[config.mk]
export PLATFORM = sky130hd
export DESIGN_NAME = button_conditioner
export DESIGN_NICKNAME = d
export VERILOG_FILES = /design/src/rtl/button_conditioner.sv
export SDC_FILE = /design/constraint.sdc
export NUM_CORES = 1
export LEC_CHECK = 0
export CAP_MARGIN = 20
export CORE_AREA = 3 3 93 95
export CTS_BUF_LIST = sky130_fd_sc_hd__clkbuf_8
export DETAILED_ROUTE_END_ITERATION = 8
export DIE_AREA = 0 0 96 98
export GPL_ROUTABILITY_DRIVEN = 0
export PLACE_DENSITY = 0.58
export SLEW_MARGIN = 20
export SYNTH_ARGS = -nofsm -noshare
export SYNTH_HDL_FRONTEND = slang
export SYNTH_SLANG_ARGS = --single-unit
[constraint.sdc]
create_clock -name FAB_CCC_GL0 -period 2 [get_ports FAB_CCC_GL0]
set_input_delay 0.4 -clock FAB_CCC_GL0 [delete_from_list [all_inputs] [get_ports FAB_CCC_GL0]]
set_output_delay 0.4 -clock FAB_CCC_GL0 [all_outputs]
set_load 0.1 [all_outputs]
[src/rtl/button_conditioner.sv]
// Push-button conditioner: synchronizes and debounces a raw pad, then emits
// press/release/long-press strobes and a wrapping press counter.
module button_conditioner #(
    parameter int unsigned DEBOUNCE_CYCLES   = 4,
    parameter int unsigned LONG_PRESS_CYCLES = 16,
    parameter logic        ACTIVE_LOW_IN     = 1'b1
) (
    input  logic       FAB_CCC_GL0,
    input  logic       FAB_RESET_N,
    input  logic       BTN_IN,
    output logic       GPIO_8_F2M,
    output logic       PRESS_PULSE,
    output logic       RELEASE_PULSE,
    output logic       LONG_PULSE,
    output logic [7:0] PRESS_CNT
);

    localparam logic [15:0] DEB_LAST  = 16'(DEBOUNCE_CYCLES - 1);
    localparam logic [23:0] HOLD_LAST = 24'(LONG_PRESS_CYCLES - 1);

    typedef enum logic [1:0] {
        IDLE,
        PRESS_WAIT,
        PRESSED,
        RELEASE_WAIT
    } state_t;

    state_t      state;
    state_t      state_nxt;
    logic [1:0]  sync;
    logic        btn;
    logic [15:0] deb_cnt;
    logic [15:0] deb_nxt;
    logic [23:0] hold_cnt;
    logic        long_done;
    logic        press_evt;
    logic        release_evt;
    logic        long_evt;

    assign btn = sync[1] ^ ACTIVE_LOW_IN;

    always_comb begin
        state_nxt   = state;
        deb_nxt     = deb_cnt;
        press_evt   = 1'b0;
        release_evt = 1'b0;
        case (state)
            IDLE: begin
                if (btn) begin
                    state_nxt = PRESS_WAIT;
                    deb_nxt   = '0;
                end
            end
            PRESS_WAIT: begin
                if (!btn) begin
                    state_nxt = IDLE;
                end else if (deb_cnt == DEB_LAST) begin
                    state_nxt = PRESSED;
                    press_evt = 1'b1;
                end else begin
                    deb_nxt = deb_cnt + 16'd1;
                end
            end
            PRESSED: begin
                if (!btn) begin
                    state_nxt = RELEASE_WAIT;
                    deb_nxt   = '0;
                end
            end
            RELEASE_WAIT: begin
                if (btn) begin
                    state_nxt = PRESSED;
                end else if (deb_cnt == DEB_LAST) begin
                    state_nxt   = IDLE;
                    release_evt = 1'b1;
                end else begin
                    deb_nxt = deb_cnt + 16'd1;
                end
            end
            default: state_nxt = IDLE;
        endcase
    end

    // Hold timing follows the debounced level, so release bounces inside
    // RELEASE_WAIT neither pause nor restart it.
    always_comb begin
        long_evt = GPIO_8_F2M && !long_done && (hold_cnt == HOLD_LAST);
    end

    always_ff @(posedge FAB_CCC_GL0) begin
        if (!FAB_RESET_N) begin
            sync          <= {2{ACTIVE_LOW_IN}};
            state         <= IDLE;
            deb_cnt       <= '0;
            hold_cnt      <= '0;
            long_done     <= 1'b0;
            GPIO_8_F2M    <= 1'b0;
            PRESS_PULSE   <= 1'b0;
            RELEASE_PULSE <= 1'b0;
            LONG_PULSE    <= 1'b0;
            PRESS_CNT     <= '0;
        end else begin
            sync          <= {sync[0], BTN_IN};
            state         <= state_nxt;
            deb_cnt       <= deb_nxt;
            PRESS_PULSE   <= press_evt;
            RELEASE_PULSE <= release_evt;
            LONG_PULSE    <= long_evt;
            if (press_evt) begin
                GPIO_8_F2M <= 1'b1;
                PRESS_CNT  <= PRESS_CNT + 8'd1;
                hold_cnt   <= '0;
                long_done  <= 1'b0;
            end else begin
                if (release_evt) begin
                    GPIO_8_F2M <= 1'b0;
                end
                if (GPIO_8_F2M && !long_done) begin
                    hold_cnt <= hold_cnt + 24'd1;
                    if (long_evt) begin
                        long_done <= 1'b1;
                    end
                end
            end
        end
    end

endmodule
==> results of run 1 <==
layer usage:
metal	track usage [%]	wire [microns]
met1	19.32	2935
met2	19.17	2557
met3	3.313	150
met4	6.127	121
met5	0	0
worst paths after layout:
path                        to  slack, ns  depth (start not counted)
hold reg to reg        sync[1]       0.41                          1
hold / removal         sync[1]       0.41                          1
setup / recovery  hold_cnt[16]       0.17                          6
setup reg to reg  hold_cnt[16]       0.17                          6
cells by family (layout without fill, tap and decap cells):
family / after synthesis / in the layout / share of synthesized area (%)
DFF: 57 / 57 / 42.03
adders and majority gates: 3 / 3 / 1.383
AOI/OAI and AO/OA: 74 / 74 / 16.18
buffers and inverters: 24 / 50 / 4.148
xor gates and xnor gates: 13 / 13 / 4.470
muxes: 3 / 3 / 1.106
and+or+nand+nor: 134 / 134 / 30.69
layout make-up:
class / count / area [sq um]
fillers: 770 / 4599
flip-flops and latches: 57 / 1144
inverters: 5 / 18.77
well taps: 102 / 127.6
clock buffers: 9 / 123.9
clock inverters: 7 / 86.33
repair buffers: 29 / 235.2
multi-input cells: 227 / 1473
sequential cells by signal, summed over array words and instances (netlist names), named ones only:
register and count:
GPIO_8_F2M 1, LONG_PULSE 1, PRESS_CNT 8, PRESS_PULSE 1
RELEASE_PULSE 1, deb_cnt 16, hold_cnt 24, long_done 1
state 1, sync 2
per-stage QoR:
stage | hold WS [ns] | setup slack (ns) | instance area [sq um] | utilization [%]
6_report | 0.4075 | 0.1663 | 3208 | 41.09
2_1_floorplan | 0.3863 | 0.001010 | 2718 | -
5_1_grt | 0.4399 | 0.006440 | 3208 | 41.09
3_3_place_gp | 0.3881 | 0.1560 | 2987 | 38.25
4_1_cts | 0.4109 | 0.09823 | 3197 | 40.95
3_5_place_dp | 0.3964 | 0.1233 | 2987 | 38.25
placed cells by master (no fill, tap or decap), types with 2 or more instances in the layout:
master and count:
o21ai_0 17, o21ai_1 2, nor4_1 7, bufinv_16 2, dfxtp_2 2, a21oi_1 32, dfxtp_1 55, ha_1 3
or4_1 15, nand2_1 18, o31ai_1 14, nand2b_1 4, mux2i_1 3, nor2_1 15, inv_1 6, nand4_4 2
nand4_1 16, buf_4 26, and2_1 3, clkinv_2 3, clkdlybuf4s50_1 2, xor2_1 11, nor3_1 2, nand3_1 18
and3_1 7, or3_1 15, and4_1 3, clkbuf_8 9
worst max-delay path, cell delays in order, from the launching register on:
cell,delay [ns]
dfxtp_1,0.35
ha_1,0.18
nor4b_4,0.31
nand4_4,0.21
o21ai_1,0.30
buf_12,0.21
o21ba_2,0.17
power breakdown:
part / internal, mW / total (mW) / switching (mW)
clock: 0.690 / 1.16 / 0.472
combinational: 0.0321 / 0.0886 / 0.0565
sequential: 1.14 / 1.15 / 0.00838
==> impl_metrics.yaml, run 1 <==
outcome:
  outcome: "finished, final reports clean"
die:
  pin_count: 15
  die-width_microns: 96
  start_util_pct: 34.78
  die_h_microns: 98
  core_sq_um: 7807
  rows: 32
  die_area_sq_um: 9408
grt:
  antenna_found_initial: 0
  grt_usage_pct: 13.58
  grt_pass1_vias: 2208
  grt_remaining_overflow: 0
  grt_max_degree: 26
  grt_pass1_wl_microns: 10300
synth:
  synth_top_area_share_pct: 42.03
  synth_edf_count: 0
  synth_cell_types: 47
  async_reset_ff_share_pct: 0
  synth_seq_area_share_pct: 42.03
  synth_common_cells: "dfxtp_1 (57), a21oi_1 (32), nand2_1 (18), nand3_1 (18), o21ai_0 (17)"
  yosysTopAreaCell: "dfxtp_1"
  synth_top_flop_cell: "dfxtp_1"
  synth_warnings: 0
  synth_seq_cells: 57
  syn_area_per_cell_sq_um: 8.815
  yosysMostFrequentCell: "dfxtp_1"
  yosys-top-cells-area: "dfxtp_1 (42%), a21oi_1 (5.9%), or4_1 (4.1%), o31ai_1 (3.9%), nand4_1 (3.7%)"
  postSynthCellCount: 308
  syn_nets: 314
  syn_area_sq_um: 2715
clock_tree:
  cts_buffer_depth: 2
  cts_tree: "yes"
  cts_sinks: 57
  htree_levels: 3
  clk_latency_ns: 0.34
  clk_pin_slew_ns: 0.07
  cts_buffers: 9
  cts-resized-gates: 0
  holdBufCountCts: 0
  postCtsSetupBuffers: 0
  cts-root-buf: "clkbuf_8"
timing:
  min_period_over_period_pct: 91.68
  rsz0062_at_grt: "no"
  final-setup-viol-count: 0
  clock.fmax_mhz: 545.3
  layout_min_cycle_time_ns: 1.834
  relSlewSlack_pct: 69.11
  finalMaxSlewViolations: 0
  tns_ns: 0
  clock_skew_ns: 0.008396
  worstMarginPinSlew_ns: 0.4622
  final_hold_viol_count: 0
power:
  peakVddDrop_mv: 0.3509
  p_per_area_nw_per_um2: 748.2
  finalPower_mw: 2.400
  leakage_nw: 1.136
min_path:
  hold_start: "sync[0]"
  hp-class: "register to register"
critical_path:
  startpoint: "deb_cnt[0]"
  worstPathMaxFanout: 25
  crit_arrival_ns: 2.06
  reg2reg_from: "deb_cnt[0]"
  critPathKind: "register to register"
  end_kind: "register"
  start_kind: "register"
  required_ns: 2.23
routing:
  post_drt_wl_per_cell_microns: 13.22
  avgViaCountPerCell: 5.381
  routed_wirelength_microns: 5764
  drc_errors: 0
  detail-route-antenna-nets: 0
  drt_iter0_drc: 132
  drtPass1Iterations: 4
  num_vias: 2346
finish:
  finalNetCount: 335
  stdcell_count: 436
  drive_gt1_share_pct: 16.17
  diodes: 0
  area_growth_pct: 18.16
place:
  dpl.cell_count: 420
  portBuffers: 14
  place_hpwl_microns: 3922
run:
  drv_cap: 0
No activity file was read; power rests on OpenSTA's default activity.
==> run 2, diff against run 1 <==
- ABC_AREA: default -> 1
- CORE_AREA: 3 3 93 95 -> 3 3 99 101
- DIE_AREA: 0 0 96 98 -> 0 0 102 104
- SKIP_CTS_REPAIR_TIMING: default -> 1
==> run 2 against run 1 <==
  * Non-clock buffer count shrank 12
  * Synthesized cell count rose by 52%
  * First-iteration DRC count down 45%
  * Highest routed layer unchanged
  * Routed wire length rose by 17%
  * Setup slack better by 0.17 ns
==> impl_metrics.yaml, run 2 <==
finish:
  top_regs: "hold_cnt: 24 flops, deb_cnt: 16 flops, PRESS_CNT: 8 flops"
  largest_reg_flops: 24
  layout_commonest_cell: "nand2_1"
  mostFrequentLayoutCells: "nand2_1 (111), nor2_1 (102), dfxtp_1 (56)"
  drive_gt1_share_pct: 13.33
  fin_util_pct: 39.30
  finalNetCount: 496
  area_growth_pct: 15.04
  largest_register: "hold_cnt"
  diodes: 0
die:
  start_util_pct: 34.16
  die_h_microns: 104
  die-width_microns: 102
  pin_count: 15
  rows: 35
  core_sq_um: 9109
  die_area_sq_um: 10610
clock_tree:
  cts_sinks: 57
  cts_tree: "yes"
  cts_buffer_depth: 2
  clk_pin_slew_ns: 0.07
  cts-root-buf: "clkbuf_8"
  clk_latency_ns: 0.34
  cts_buffers: 9
  htree_levels: 3
critical_path:
  start_kind: "register"
  end_kind: "register"
  worstPathMaxFanout: 5
  r2r_cells: 10
  rrSetupSlack_ns: 0.33
  r2r-end: "hold_cnt[16]"
  reg2reg_from: "hold_cnt[0]"
  required_ns: 2.24
  critPathKind: "register to register"
  crit_arrival_ns: 1.90
power:
  combPwrFrac_pct: 2.2
  power.share.switching_pct: 20.94
  sequentialPowerShare_pct: 46.1
  cellInternalPower_mw: 1.959
  switchingPower_uw: 518.8
  peakVddDrop_mv: 0.3184
  pwr-share-clk_pct: 51.8
  p_per_area_nw_per_um2: 692.1
  leakage_nw: 1.488
synth:
  synth_common_cells: "nand2_1 (111), nor2_1 (102), dfxtp_1 (57)"
  async_reset_ff_share_pct: 0
  syn_area_per_cell_sq_um: 6.649
  postSynthCellCount: 468
  yosysTopAreaCell: "dfxtp_1"
  yosysMostFrequentCell: "nand2_1"
  synth_edf_count: 0
  synth_warnings: 0
  syn_area_sq_um: 3112
  synth_top_area_share_pct: 36.67
  synth_top_flop_cell: "dfxtp_1"
  synth_seq_area_share_pct: 36.67
  syn_nets: 474
  yosys-top-cells-area: "dfxtp_1 (37%), nand2_1 (13%), nor2_1 (12%), inv_1 (6.5%), nand3_1 (5.6%)"
  synth_cell_types: 37
  synth_seq_cells: 57
outcome:
  outcome: "finished, final reports clean"
grt:
  grt_pass1_vias: 2719
  grt_pass1_wl_microns: 12050
  antenna_found_initial: 0
  grt_remaining_overflow: 0
  grt_max_degree: 19
  grt_usage_pct: 13.80
timing:
  clock.fmax_mhz: 600.1
  relSlewSlack_pct: 73.51
  final_hold_viol_count: 0
  final-setup-viol-count: 0
  layout_min_cycle_time_ns: 1.666
  clock_skew_ns: 0.01002
  min_period_over_period_pct: 83.31
  rsz0062_at_grt: "no"
  worstMarginPinSlew_ns: 0.3937
  tns_ns: 0
  holdWs_ns: 0.4136
  finalMaxSlewViolations: 0
  fin_ws_ns: 0.3337
place:
  portBuffers: 14
  place_hpwl_microns: 5109
  place_ws_ns: 0.2265
min_path:
  whs_path_depth: 1
  hold_start: "sync[0]"
  hp-class: "register to register"
  min_to: "sync[1]"
routing:
  avgViaCountPerCell: 4.696
  detail-route-antenna-nets: 0
  drtPass1Iterations: 4
  drc_errors: 0
  routed_wirelength_microns: 6755
  post_drt_wl_per_cell_microns: 11.15
  num_vias: 2846
  drt_iter0_drc: 72
run:
  drv_cap: 0
run 2: worst max path at each step:
| stage | from | end | slack, ns | depth (start not counted) |
|---|---|---|---|---|
| floorplan | PRESS_CNT[4] | PRESS_CNT[7] | 0.17 | 5 |
| global placement | FAB_RESET_N | hold_cnt[12] | 0.29 | 6 |
| detailed placement | FAB_RESET_N | hold_cnt[12] | 0.23 | 6 |
| CTS | hold_cnt[0] | hold_cnt[16] | 0.30 | 10 |
| global route | deb_cnt[1] | deb_cnt[2] | 0.15 | 10 |
| finish | hold_cnt[0] | hold_cnt[16] | 0.33 | 10 |
run 2: cells by family (layout without fill, tap and decap cells):
family          count (synthesis)  after routing  share of synthesized area, %
compound gates                 23             23                         4.182
simple gates                  308            308                         45.68
fa+ha+maj                       3              3                         1.206
buf+inv                        65             92                         8.605
mux                             1              1                        0.3217
flops                          57             57                         36.67
xor+xnor                       11             11                         3.338
run 2: stage by stage:
stage	power (mW)	instance area [sq um]	instances
final	2.477	3580	606
after global routing	2.567	3580	606
after CTS	2.513	3580	606
after detailed placement	1.222	3341	590
after global placement	1.222	3341	590
after floorplan	1.206	3113	468
run 2: cell type report:
cell class	count	area (sq um)
repair buffers	17	132.6
fillers	973	5529
flip-flops and latches	57	1142
well taps	111	138.9
clock inverters	4	73.82
inverters	59	224.0
clock buffers	12	165.2
multi-input cells	346	1703
run 2: per-layer routing:
| layer | global-route usage [%] | vias up | part of all wire [%] |
|---|---|---|---|
| met5 | 0 | - | 0 |
| met4 | 4.499 | 0 | 0.81 |
| met3 | 3.622 | 6 | 3.8 |
| met2 | 23.40 | 46 | 48 |
| met1 | 16.73 | 1276 | 47 |
| li1 | - | 1518 | - |
run 2: power groups by stage:
stage,clock (mW),combinational [mW],sequential [mW]
finish,1.28,0.0535,1.14
global route,1.36,0.0614,1.14
CTS,1.32,0.0550,1.14
detailed placement,0,0.0549,1.17
global placement,0,0.0547,1.17
floorplan,0,0.0399,1.17
run 2: worst max-delay path, cell delays in order, from the launching register on:
cell and delay (ns):
dfxtp_1 0.39, ha_1 0.19, nand3_1 0.13, nor2_4 0.19
nand2_2 0.12, nor2_2 0.14, nand2_1 0.10, nor2_1 0.15
nand2_1 0.07, nand2_1 0.06, nor2_1 0.04
==> run 3, diff against run 2 <==
- clock period: 2 -> 1.6 ns (I/O delays scaled with it)
==> run 3 against run 2 <==
  * Non-clock buffer count rose by 18
  * Worst hold slack improved by 0.014 ns
  * Global-route usage fell by 0.50 points
  * Register-to-register slack got worse by 0.28 ns
  * Utilization rose by 4.9 points
  * Setup slack got worse by 0.28 ns
  * Routed wire length rose by 4.4%
  * Combinational power rose by 83%
  * Count of clock-buffer cells in the layout fell by 3
  * Critical path type unchanged
  * Critical endpoint is now hold_cnt[11]
==> impl_metrics.yaml, run 3 (synthesized netlist as in run 2, its figures left out) <==
critical_path:
  worstPathMaxFanout: 5
  cpLargestDelayFamily: "simple AND/OR/NAND/NOR gates"
  crit_chain: "ha_4 > inv_2 > nor2_1 > nand2_1 > nor2_4 > nand3b_4 > nand2_8 > buf_6 > buf_4 > nor3b_1"
  crit_path_top_delay_cell: "dfxtp_2"
  crit_buf_inv: 3
  start_kind: "register"
  crit_arrival_ns: 1.77
  critPathKind: "register to register"
  end_kind: "register"
  critPathMaxStageDelay_ns: 0.37
  required_ns: 1.82
timing:
  min_period_over_period_pct: 96.79
  final-setup-viol-count: 0
  relSlewSlack_pct: 73.74
  final_hold_viol_count: 0
  clock.fmax_mhz: 645.7
  rsz0062_at_grt: "yes"
  clock_skew_ns: 0.01602
  holdWs_ns: 0.4273
  layout_min_cycle_time_ns: 1.549
  finalMaxSlewViolations: 0
  worstMarginPinSlew_ns: 0.3902
routing:
  drc_errors: 0
  avgViaCountPerCell: 4.637
  detail-route-antenna-nets: 0
  routed_wirelength_microns: 7053
  num_vias: 2898
  drt_iter0_drc: 74
  post_drt_wl_per_cell_microns: 11.28
  drtPass1Iterations: 5
clock_tree:
  cts_buffers: 9
  cts-root-buf: "clkbuf_8"
  htree_levels: 3
  cts_sinks: 57
  clk_pin_slew_ns: 0.08
  cts_tree: "yes"
  cts_buffer_depth: 2
  clk_latency_ns: 0.34
outcome:
  outcome: "finished, final reports clean"
finish:
  mostFrequentLayoutCells: "nand2_1 (104), nor2_1 (94), inv_1 (54)"
  largest_reg_flops: 24
  largest_register: "hold_cnt"
  finalNetCount: 515
  diodes: 0
  area_growth_pct: 29.27
  drive_gt1_share_pct: 21.98
  top_regs: "hold_cnt: 24 flops, deb_cnt: 16 flops, PRESS_CNT: 8 flops"
  fin_util_pct: 44.16
  layout_commonest_cell: "nand2_1"
grt:
  grt_pass1_vias: 2627
  grt_use_met3_pct: 3.488
  grt_usage_pct: 13.30
  met2_usage_pct: 22.61
  busiest_layer: "met2"
  grt_use_met1_pct: 16.69
  grt_max_degree: 16
  grt_pass1_wl_microns: 11690
  grt_remaining_overflow: 0
  antenna_found_initial: 0
place:
  place_hpwl_microns: 5183
  portBuffers: 14
die:
  pin_count: 15
  die_area_sq_um: 10610
  start_util_pct: 34.16
  core_sq_um: 9109
  die-width_microns: 102
  rows: 35
  die_h_microns: 104
run:
  drv_cap: 0
min_path:
  hp-class: "register to register"
power:
  leakage_nw: 1.639
  finalPower_mw: 3.214
  p_per_area_nw_per_um2: 799.0
  peakVddDrop_mv: 0.4435
==> run 3: cell types whose count changed in the layout (fill, tap and decap cells not counted), sizes merged <==
cell	previous run	this run
bufinv	2	3
clkbuf	12	9
inv	58	60
buf	15	33
nand3	42	43
==> run 3: layer usage <==
metal | vias to the layer above | wire length [microns]
li1 | 1557 | -
met1 | 1291 | 3348
met2 | 46 | 3472
met3 | 4 | 181
met4 | 0 | 51
met5 | - | 0
==> run 3: final cells by class <==
class	instances	area (sq um)
Timing Repair Buffer	35	432.9
Sequential cell	57	1159
Inverter	59	226.5
Clock buffer	9	123.9
Multi-Input combinational cell	347	1817
Clock inverter	7	125.1
Tap cell	111	138.9
Fill cell	895	5086
==> run 3: worst register-to-register path: cells and delay by family (launching register included) <==
family / cells / cell delay (ns)
buffers and inverters: 3 / 0.26
DFF: 1 / 0.37
and+or+nand+nor: 6 / 0.67
adders and majority gates: 1 / 0.14
==> run 3: metrics by stage <==
step | instance area (sq um) | TNS (ns) | cells | worst slack (ns)
floorplan | 3124 | 0 | 468 | 0.1279
global placement | 3577 | -0.3430 | 600 | -0.04283
detailed placement | 3577 | -0.4858 | 600 | -0.04819
CTS | 3826 | -0.2862 | 616 | -0.07000
global route | 4023 | -0.3791 | 625 | -0.04627
finish | 4023 | 0 | 625 | 0.05129
==> run 3: final timing paths <==
| check | slack (ns) | startpoint | cells after the start | endpoint |
|---|---|---|---|---|
| worst max-delay path | 0.05 | deb_cnt[1] | 10 | hold_cnt[11] |
| worst min-delay path | 0.43 | sync[0] | 1 | sync[1] |
| worst max register to register | 0.05 | deb_cnt[1] | 10 | hold_cnt[11] |
| worst min register to register | 0.43 | sync[0] | 1 | sync[1] |
==> run 3: power by group <==
group | internal, mW | leakage [nW] | switching (mW)
clock | 1.05 | 0.124 | 0.640
combinational | 0.0403 | 1.05 | 0.0577
sequential | 1.42 | 0.466 | 0.00512
